## config.mk

```make
export PLATFORM = sky130hd
export DESIGN_NAME = sram_ctrl
export DESIGN_NICKNAME = d
export VERILOG_FILES = /design/src/rtl/sram_ctrl.sv
export SDC_FILE = /design/constraint.sdc
export NUM_CORES = 1
export LEC_CHECK = 0
export ABC_AREA = 1
export CAP_MARGIN = 40
export CORE_ASPECT_RATIO = 0.6
export CORE_MARGIN = 2
export CORE_UTILIZATION = 40
export DETAILED_ROUTE_END_ITERATION = 10
export GPL_ROUTABILITY_DRIVEN = 0
export PLACE_DENSITY_LB_ADDON = 0.3
export SLEW_MARGIN = 20
export SYNTH_ARGS = -nofsm -noshare
export SYNTH_HDL_FRONTEND = slang
export SYNTH_SLANG_ARGS = --single-unit
```

## constraint.sdc

```tcl
create_clock -name clk -period 2.5 [get_ports clk]
set_input_delay 0.25 -clock clk [delete_from_list [all_inputs] [get_ports clk]]
set_output_delay 0.25 -clock clk [all_outputs]
set_load 0.01 [all_outputs]
```

## src/rtl/sram_ctrl.sv

```systemverilog
// sram_ctrl: sequences byte/half/word LSU requests onto a 16-bit byte-laned SRAM.
// Optional macro SRAM_CTRL_MISALIGN_ERR_EN rejects misaligned and size-11 requests.
module sram_ctrl #(
    parameter int ADDR_W      = 20,
    parameter int WAIT_CYCLES = 1
) (
    input  logic              clk,
    input  logic              rst,
    input  logic              req_valid,
    output logic              req_ready,
    input  logic              req_we,
    input  logic [1:0]        req_size,
    input  logic              req_sext,
    input  logic [31:0]       req_addr,
    input  logic [31:0]       req_wdata,
    output logic              rsp_valid,
    output logic [31:0]       rsp_rdata,
    output logic              rsp_err,
    output logic [ADDR_W-1:0] sram_addr,
    output logic [15:0]       sram_dq_o,
    output logic              sram_dq_oe,
    input  logic [15:0]       sram_dq_i,
    output logic              sram_we_n,
    output logic              sram_ce_n,
    output logic              sram_oe_n,
    output logic              sram_lb_n,
    output logic              sram_ub_n
);

    typedef enum logic [1:0] {IDLE, ACC0, ACC1, RESP} state_t;

    localparam int            CW   = (WAIT_CYCLES > 1) ? $clog2(WAIT_CYCLES) : 1;
    localparam logic [CW-1:0] LAST = CW'(WAIT_CYCLES - 1);

    state_t            state_q, state_d;
    logic [CW-1:0]     cnt_q, cnt_d;
    logic              done, idle;

    logic              we_q, sext_q, byte_q, word_q;
    logic [ADDR_W-1:0] addr_q;
    logic [31:0]       wdata_q;
    logic [15:0]       lo_q, lo_d;

    logic              in_byte, in_word, bad;
    logic [ADDR_W-1:0] in_addr;
    logic              cur_we, cur_byte, cur_word;
    logic [ADDR_W-1:0] cur_addr;
    logic [31:0]       cur_wdata;

    logic [ADDR_W-1:0] addr_d;
    logic [15:0]       dq_o_d;
    logic              dq_oe_d, we_n_d, ce_n_d, oe_n_d, lb_n_d, ub_n_d;
    logic              rsp_valid_d, rsp_err_d;
    logic [31:0]       rdata_d;
    logic [7:0]        rd_byte;
    logic              unused_hi;

    assign unused_hi = ^req_addr[31:ADDR_W];
    assign idle      = (state_q == IDLE);
    assign req_ready = idle;
    assign done      = (cnt_q == LAST);
    assign in_byte   = (req_size == 2'b00);
    assign in_word   = req_size[1];

    always_comb begin
        in_addr = req_addr[ADDR_W-1:0];
        if (!in_byte) in_addr[0] = 1'b0;
        if (in_word)  in_addr[1] = 1'b0;
    end

`ifdef SRAM_CTRL_MISALIGN_ERR_EN
    assign bad = (req_size == 2'b11)
               | ((req_size == 2'b01) & req_addr[0])
               | (in_word & (|req_addr[1:0]));
`else
    assign bad = 1'b0;
`endif

    // The accepting cycle already programs ACC0, so look at the live request.
    assign cur_we    = idle ? req_we    : we_q;
    assign cur_byte  = idle ? in_byte   : byte_q;
    assign cur_word  = idle ? in_word   : word_q;
    assign cur_addr  = idle ? in_addr   : addr_q;
    assign cur_wdata = idle ? req_wdata : wdata_q;

    always_comb begin
        state_d = state_q;
        unique case (state_q)
            IDLE:    if (req_valid) state_d = bad ? RESP : ACC0;
            ACC0:    if (done) state_d = cur_word ? ACC1 : RESP;
            ACC1:    if (done) state_d = RESP;
            RESP:    state_d = IDLE;
            default: state_d = IDLE;
        endcase
        cnt_d = (state_d != state_q) ? '0 : cnt_q + 1'b1;
    end

    always_comb begin
        addr_d  = sram_addr;
        dq_o_d  = sram_dq_o;
        dq_oe_d = 1'b0;
        we_n_d  = 1'b1;
        ce_n_d  = 1'b1;
        oe_n_d  = 1'b1;
        lb_n_d  = 1'b1;
        ub_n_d  = 1'b1;
        if (state_d == ACC0 || state_d == ACC1) begin
            ce_n_d  = 1'b0;
            we_n_d  = ~cur_we;
            oe_n_d  = cur_we;
            dq_oe_d = cur_we;
            lb_n_d  = cur_byte & cur_addr[0];
            ub_n_d  = cur_byte & ~cur_addr[0];
            addr_d  = {cur_addr[ADDR_W-1:1], 1'b0};
            if (state_d == ACC1) addr_d = addr_d + ADDR_W'(2);
            if (cur_byte)
                dq_o_d = {2{cur_wdata[7:0]}};
            else if (state_d == ACC1)
                dq_o_d = cur_wdata[31:16];
            else
                dq_o_d = cur_wdata[15:0];
        end
    end

    assign rd_byte = addr_q[0] ? sram_dq_i[15:8] : sram_dq_i[7:0];

    always_comb begin
        lo_d        = lo_q;
        rdata_d     = rsp_rdata;
        rsp_valid_d = (state_d == RESP);
        rsp_err_d   = idle & (state_d == RESP);
        if (state_q == ACC0 && done) lo_d = sram_dq_i;
        if (state_d == RESP && state_q != RESP) begin
            rdata_d = '0;
            if (!idle && !we_q) begin
                if (byte_q)
                    rdata_d = {{24{sext_q & rd_byte[7]}}, rd_byte};
                else if (!word_q)
                    rdata_d = {{16{sext_q & sram_dq_i[15]}}, sram_dq_i};
                else
                    rdata_d = {sram_dq_i, lo_q};
            end
        end
    end

    always_ff @(posedge clk) begin
        if (rst) begin
            state_q    <= IDLE;
            cnt_q      <= '0;
            lo_q       <= '0;
            we_q       <= 1'b0;
            sext_q     <= 1'b0;
            byte_q     <= 1'b0;
            word_q     <= 1'b0;
            addr_q     <= '0;
            wdata_q    <= '0;
            rsp_valid  <= 1'b0;
            rsp_err    <= 1'b0;
            rsp_rdata  <= '0;
            sram_addr  <= '0;
            sram_dq_o  <= '0;
            sram_dq_oe <= 1'b0;
            sram_we_n  <= 1'b1;
            sram_ce_n  <= 1'b1;
            sram_oe_n  <= 1'b1;
            sram_lb_n  <= 1'b1;
            sram_ub_n  <= 1'b1;
        end else begin
            state_q <= state_d;
            cnt_q   <= cnt_d;
            lo_q    <= lo_d;
            if (idle) begin
                we_q    <= req_we;
                sext_q  <= req_sext;
                byte_q  <= in_byte;
                word_q  <= in_word;
                addr_q  <= in_addr;
                wdata_q <= req_wdata;
            end
            rsp_valid  <= rsp_valid_d;
            rsp_err    <= rsp_err_d;
            rsp_rdata  <= rdata_d;
            sram_addr  <= addr_d;
            sram_dq_o  <= dq_o_d;
            sram_dq_oe <= dq_oe_d;
            sram_we_n  <= we_n_d;
            sram_ce_n  <= ce_n_d;
            sram_oe_n  <= oe_n_d;
            sram_lb_n  <= lb_n_d;
            sram_ub_n  <= ub_n_d;
        end
    end

endmodule

```

; ---- Word-level counts from Yosys, hierarchy flattened
; Cells that the tools add are included.
[word_totals]
wordCells = 69
input_bits = 87
reg_bits = 151
out_inout_bits = 77
[op_classes]
n_addsub = 2
mux = 20
bitwise_logic = 9
reduce_logical = 10
eq_ne = 8
[op_table]
columns = cell, count
row1 = 32-bit 2-to-1 mux, 4
row2 = 20-bit 2-to-1 mux, 2
row3 = 16-bit 2-to-1 mux, 2
row4 = 20-bit by 2-bit adder with 20-bit output (second input constant), 1
row5 = 2-bit == test (second input constant), 4
row6 = 8-bit 2-to-1 mux, 1
row7 = 2-bit case mux with 4 select lines, 1
row8 = 1-bit 2-to-1 mux, 7
row9 = 2-bit 2-to-1 mux, 3
row10 = 1-bit bitwise AND, 5
row11 = 2-bit by 1-bit == test with 1-bit output (second input constant), 2
row12 = 2-bit logical NOT, 2
row13 = 1-bit NOT, 4
row14 = 2-bit OR reduction, 2
row15 = 1-bit logical AND, 3
row16 = 1-bit logical NOT, 2
row17 = 2-bit != test, 1
row18 = 2-bit != test (second input constant), 1
row19 = 1-bit adder (second input constant), 1
row20 = 1-bit logical OR, 1

; ---- Longest topological paths before layout
[logic_depth]
word_depth = 9
depth_mapped = 21
depth_no_buf = 19

; ---- Worst setup path after synthesis
; OpenSTA, ideal clock, no wires.
[synth_timing]
path_kind = register to register
start = reg state_q[1]
end = reg sram_dq_o[2]
setup_ns = 0.119
path_buffers = 2
path_stages_with_launch = 19
period_less_slack_ns = 2.470
t_arrival_ns = 2.351
setup_slack_ns = 0.030
t_required_ns = 2.381
cell_sequence = dfxtp_1 inv_1 nand2_2 buf_4 nor2_1 a21oi_1 nand2_1 nand2_1 nand2_1 o21ai_2 inv_1 ha_1 nor2_1 nor2_2 inv_1 buf_2 a21oi_1 o21ai_0 nand2_1
[synth_between]
elab_chain_len = 8
elab_cells_between_ends = 17
cone_classes = 5 x eq/ne / 10 x mux / 2 x reduce/logical
[synth_rtl]
columns = element, line
row1 = "start, declared", 35  ; state_t state_q, state_d;
row2 = "start signal, assigned", 169  ; state_q <= state_d;
row3 = 2-bit logical NOT, "59, 88"
row4 = 1-bit 2-to-1 mux, n/a
row5 = 1-bit 2-to-1 mux, 90  ; ACC0: if (done) state_d = cur_word ? ACC1 : RESP;
row6 = 2-bit 2-to-1 mux, 90
row7 = 2-bit case mux with 4 select lines *, 88  ; unique case (state_q)
row8 = net state_d[0], 35
row9 = 2-bit == test, "107, 118"
row10 = 16-bit 2-to-1 mux, 118  ; else if (state_d == ACC1)
row11 = 16-bit 2-to-1 mux, 116  ; if (cur_byte)
row12 = "end signal, assigned", 184  ; sram_dq_o <= dq_o_d;
row13 = "end, declared", 20  ; output logic [15:0] sram_dq_o,
; The timed path passes the listed nets; every way through them passes the cells marked *.
; A chain may end at the register's enable or synchronous reset.

; ---- Worst setup path after layout
[layout_timing]
start = reg state_q[0]
end = reg sram_addr[11]
[layout_between]
elab_cells_between_ends = 16
cone_classes = 1 x add/sub / 5 x eq/ne / 8 x mux / 2 x reduce/logical
[layout_lines]
columns = element, line
row1 = 2-bit logical NOT, 59  ; assign idle = (state_q == IDLE);
row2 = 20-bit 2-to-1 mux, n/a
row3 = net cur_addr[2], 47  ; logic [ADDR_W-1:0] cur_addr;
row4 = 20-bit by 2-bit adder with 20-bit output, 115  ; if (state_d == ACC1) addr_d = addr_d + ADDR_W'(2);
row5 = 20-bit 2-to-1 mux, 115
row6 = "end signal, assigned", 183  ; sram_addr <= addr_d;
row7 = "end, declared", 19  ; output logic [ADDR_W-1:0] sram_addr,
; The timed path passes the listed nets, and every way through them passes these cells.

==> impl_metrics.toml <==
[setup_path]
critPathLaunch = "state_q[0]"
end_kind = "flop"
path_max_fanout = 25
crit_path_start_kind = "flop"
r2r-end = "sram_addr[11]"
required_ns = 2.82
regToRegSetupSlack_ns = 0.30
crit_path_end = "sram_addr[11]"
crit_type = "reg2reg"
reg2reg_from = "state_q[0]"
critPathArrivalTime_ns = 2.52
ff2ff_path_depth = 15

[routing]
drc_errors = 0
routedWlPerCell_um = 14.5
finalWirelength_um = 18900
drt_iter0_drc = 504
vias = 6422
dr.pass1.iters = 5
routed_via_density = 4.92
postRouteAntennaNets = 0

[global_route]
grt_pass1_wl_um = 31300
use_met1_pct = 33.9
use_met3_pct = 4.85
antenna_found_initial = 0
busiest_layer = "met1"
track_usage_pct = 22.2
grt-ovfl-total = 0
grt_use_met2_pct = 31.2
grt_pass1_vias = 6059
grt_max_degree = 55

[place]
port_buffers = 150
dp_slack_ns = 0.0484
dp_hpwl_um = 13400

[yosys]
synthTopCellsByCount = "270 x nand2_1, 150 x dfxtp_1, 96 x o21ai_0"
ys_ff_latch = 150
synth.distinct_cells = 30
syn_inst = 938
synth_xor_area_share_pct = 0
yosysWarnings = 0
yosys.area_share.simple_pct = 26.4
yosys-top-cells-area = "dfxtp_1 45%, nand2_1 15%, o21ai_0 7.2%, a21oi_1 6.0%, nor2_1 4.8%"
synthAdderAreaFrac_pct = 0.566
synth-seq-area-share_pct = 45.3
synth_top_family_by_area = "simple AND/OR/NAND/NOR gates"
muxShareOfSynthArea_pct = 2.87
synth_flop_cell = "dfxtp_1"
syn_area_per_cell_sq_um = 7.07
synth_largest_area_cell = "dfxtp_1"
synth-compound-area-share_pct = 16.4
synth-edff-count = 0
synthDominantCellAreaShare_pct = 45.3
syn_nets = 1028
synth.most_common_cell = "nand2_1"
netlist_area_sq_um = 6630
ys_async_sr_fraction_pct = 0

[hold_path]
hold_path_class = "in2reg"

[floorplanning]
ioPinCount = 164
die_h_um = 104
die_area_sq_um = 17700
rows = 36
core_sq_um = 16200
dieWidth_um = 170
initial_core_util_pct = 40.9

[timing]
hold_ws_ns = 0.315
hold_violations = 0
post-route-period-util_pct = 87.9
timing.final.ws_setup_ns = 0.303
tightestPinTransition_ns = 0.582
rsz0062_at_grt = "no"
min_period_ns = 2.20
setup_violations = 0
max_slew_margin_pct = 61.2
finalMaxSlewViolations = 0
clock_skew_ns = 0.0104
max_freq_mhz = 455
finalSetupTns_ns = 0

[pwr]
total_power_mw = 9.50
p_leak_nw = 3.84
p_sw_share_pct = 36.5
clkPwrFrac_pct = 27.4
p_seq_share_pct = 34.5
power_density_nw_per_um2 = 1060
power.internal_mw = 6.03
p_switching_mw = 3.47
comb_power_share_pct = 38.1
vdd_drop_max_mv = 0.534

[final_layout]
nets = 1174
fin_util_pct = 55.4
areaGrowthSynthToFinish_pct = 35.5
n_antenna_cell = 0
layout-drive-gt1-share_pct = 9.39

[cts]
cts_tree = "done"
cts_inserted_buffers = 17
postCtsSetupBuffers = 0
cts_sinks = 150
clk_pin_slew_worst_paths_ns = 0.07
root_buffer = "clkbuf_16"
clock_path_buffers = 2
htree_levels = 4
clk_latency_ns = 0.42

[run]
drv_cap = 0

[outcome]
status = "completed"
metal layers:
layer | wire, um | up-vias | part of all wire, %
met2 | 7380 | 183 | 39
li1 | - | 3308 | -
met3 | 1360 | 15 | 7.2
met4 | 193 | 0 | 1.0
met1 | 9980 | 2916 | 53
met5 | 0 | - | 0
cells in the final DEF (no fill, tap or decap), drive strengths merged:
cell and count:
dfxtp 150, buf 30, conb 1, clkinv 6
clkinvlp 3, o21ai 109, nand3 43, a21oi 79
nor2 93, nand2 276, bufinv 2, or2 9
nand4 1, ha 3, mux2i 19, nor3 3
inv 85, clkbuf 17, o21a 8, o22ai 1
clkdlybuf4s50 149, o211ai 9, a211oi 1
through the flow:
stage,cell area (sq um),cells
4_1_cts,8970,1306
5_1_grt,8980,1306
3_5_place_dp,8370,1274
2_1_floorplan,6630,938
3_3_place_gp,8370,1274
6_report,8980,1306
area by class of cell:
class | instances | area [sq um]
well taps | 209 | 262
clock inverters | 15 | 170
flip-flops and latches | 150 | 3000
multi-input cells | 655 | 3090
inverters | 81 | 304
fillers | 1567 | 7230
clock buffers | 17 | 425
repair buffers | 179 | 1730
power by group through the flow:
stage	clock network, mW	logic [mW]	registers (mW)
after global placement	0	3.56	3.31
after CTS	2.66	3.62	3.28
after detailed placement	0	3.59	3.32
after global routing	2.77	4.05	3.34
after floorplan	0	2.00	3.43
final	2.60	3.62	3.28
kinds of logic (layout without fill, tap and decap cells):
| group | Yosys count | in the layout |
|---|---|---|
| buffers and inverters | 133 | 292 |
| adders and majority gates | 3 | 3 |
| muxes | 19 | 19 |
| AOI/OAI and AO/OA | 207 | 207 |
| and+or+nand+nor | 425 | 425 |
| other | 1 | 1 |
| DFF | 150 | 150 |
sequential cells by signal (all words and copies together) (netlist names):
| register | count |
|---|---|
| we_q | 1 |
| sram_addr | 19 |
| sram_ub_n | 1 |
| lo_q | 16 |
| sram_dq_o | 16 |
| byte_q | 1 |
| rsp_err | 1 |
| rsp_valid | 1 |
| cnt_q | 1 |
| sram_dq_oe | 1 |
| sram_oe_n | 1 |
| wdata_q | 32 |
| sext_q | 1 |
| sram_we_n | 1 |
| rsp_rdata | 32 |
| addr_q | 20 |
| word_q | 1 |
| state_q | 2 |
| sram_ce_n | 1 |
| sram_lb_n | 1 |
worst min path at each step:
| stage | slack [ns] | cells after the start | start | endpoint |
|---|---|---|---|---|
| 2_1_floorplan | 0.38 | 2 | req_sext | sext_q |
| 3_3_place_gp | 0.44 | 2 | lo_q[7] | lo_q[7] |
| 3_5_place_dp | 0.44 | 2 | lo_q[7] | lo_q[7] |
| 4_1_cts | 0.30 | 2 | rst | wdata_q[17] |
| 5_1_grt | 0.33 | 2 | rst | wdata_q[23] |
| 6_report | 0.31 | 2 | rst | addr_q[0] |
critical path, stage by stage, from the launching register on:
cell and delay (ns):
dfxtp_1 0.35, inv_2 0.06, nand2_2 0.09, buf_6 0.24, nand2_1 0.12, nand2_2 0.12
ha_1 0.16, nand2_1 0.05, inv_1 0.06, nand3_1 0.12, nor2_2 0.16, nand2_2 0.11
nor2_4 0.20, nand3_1 0.10, nand3_1 0.10, nand2_1 0.05
timing repair:
item | 4_1_cts | 5_1_grt
resized for setup | 0 | 4
hold buffers | 0 | 0
endpoints found under the setup margin | 0 | 7
(Power assumes the default switching activity.)
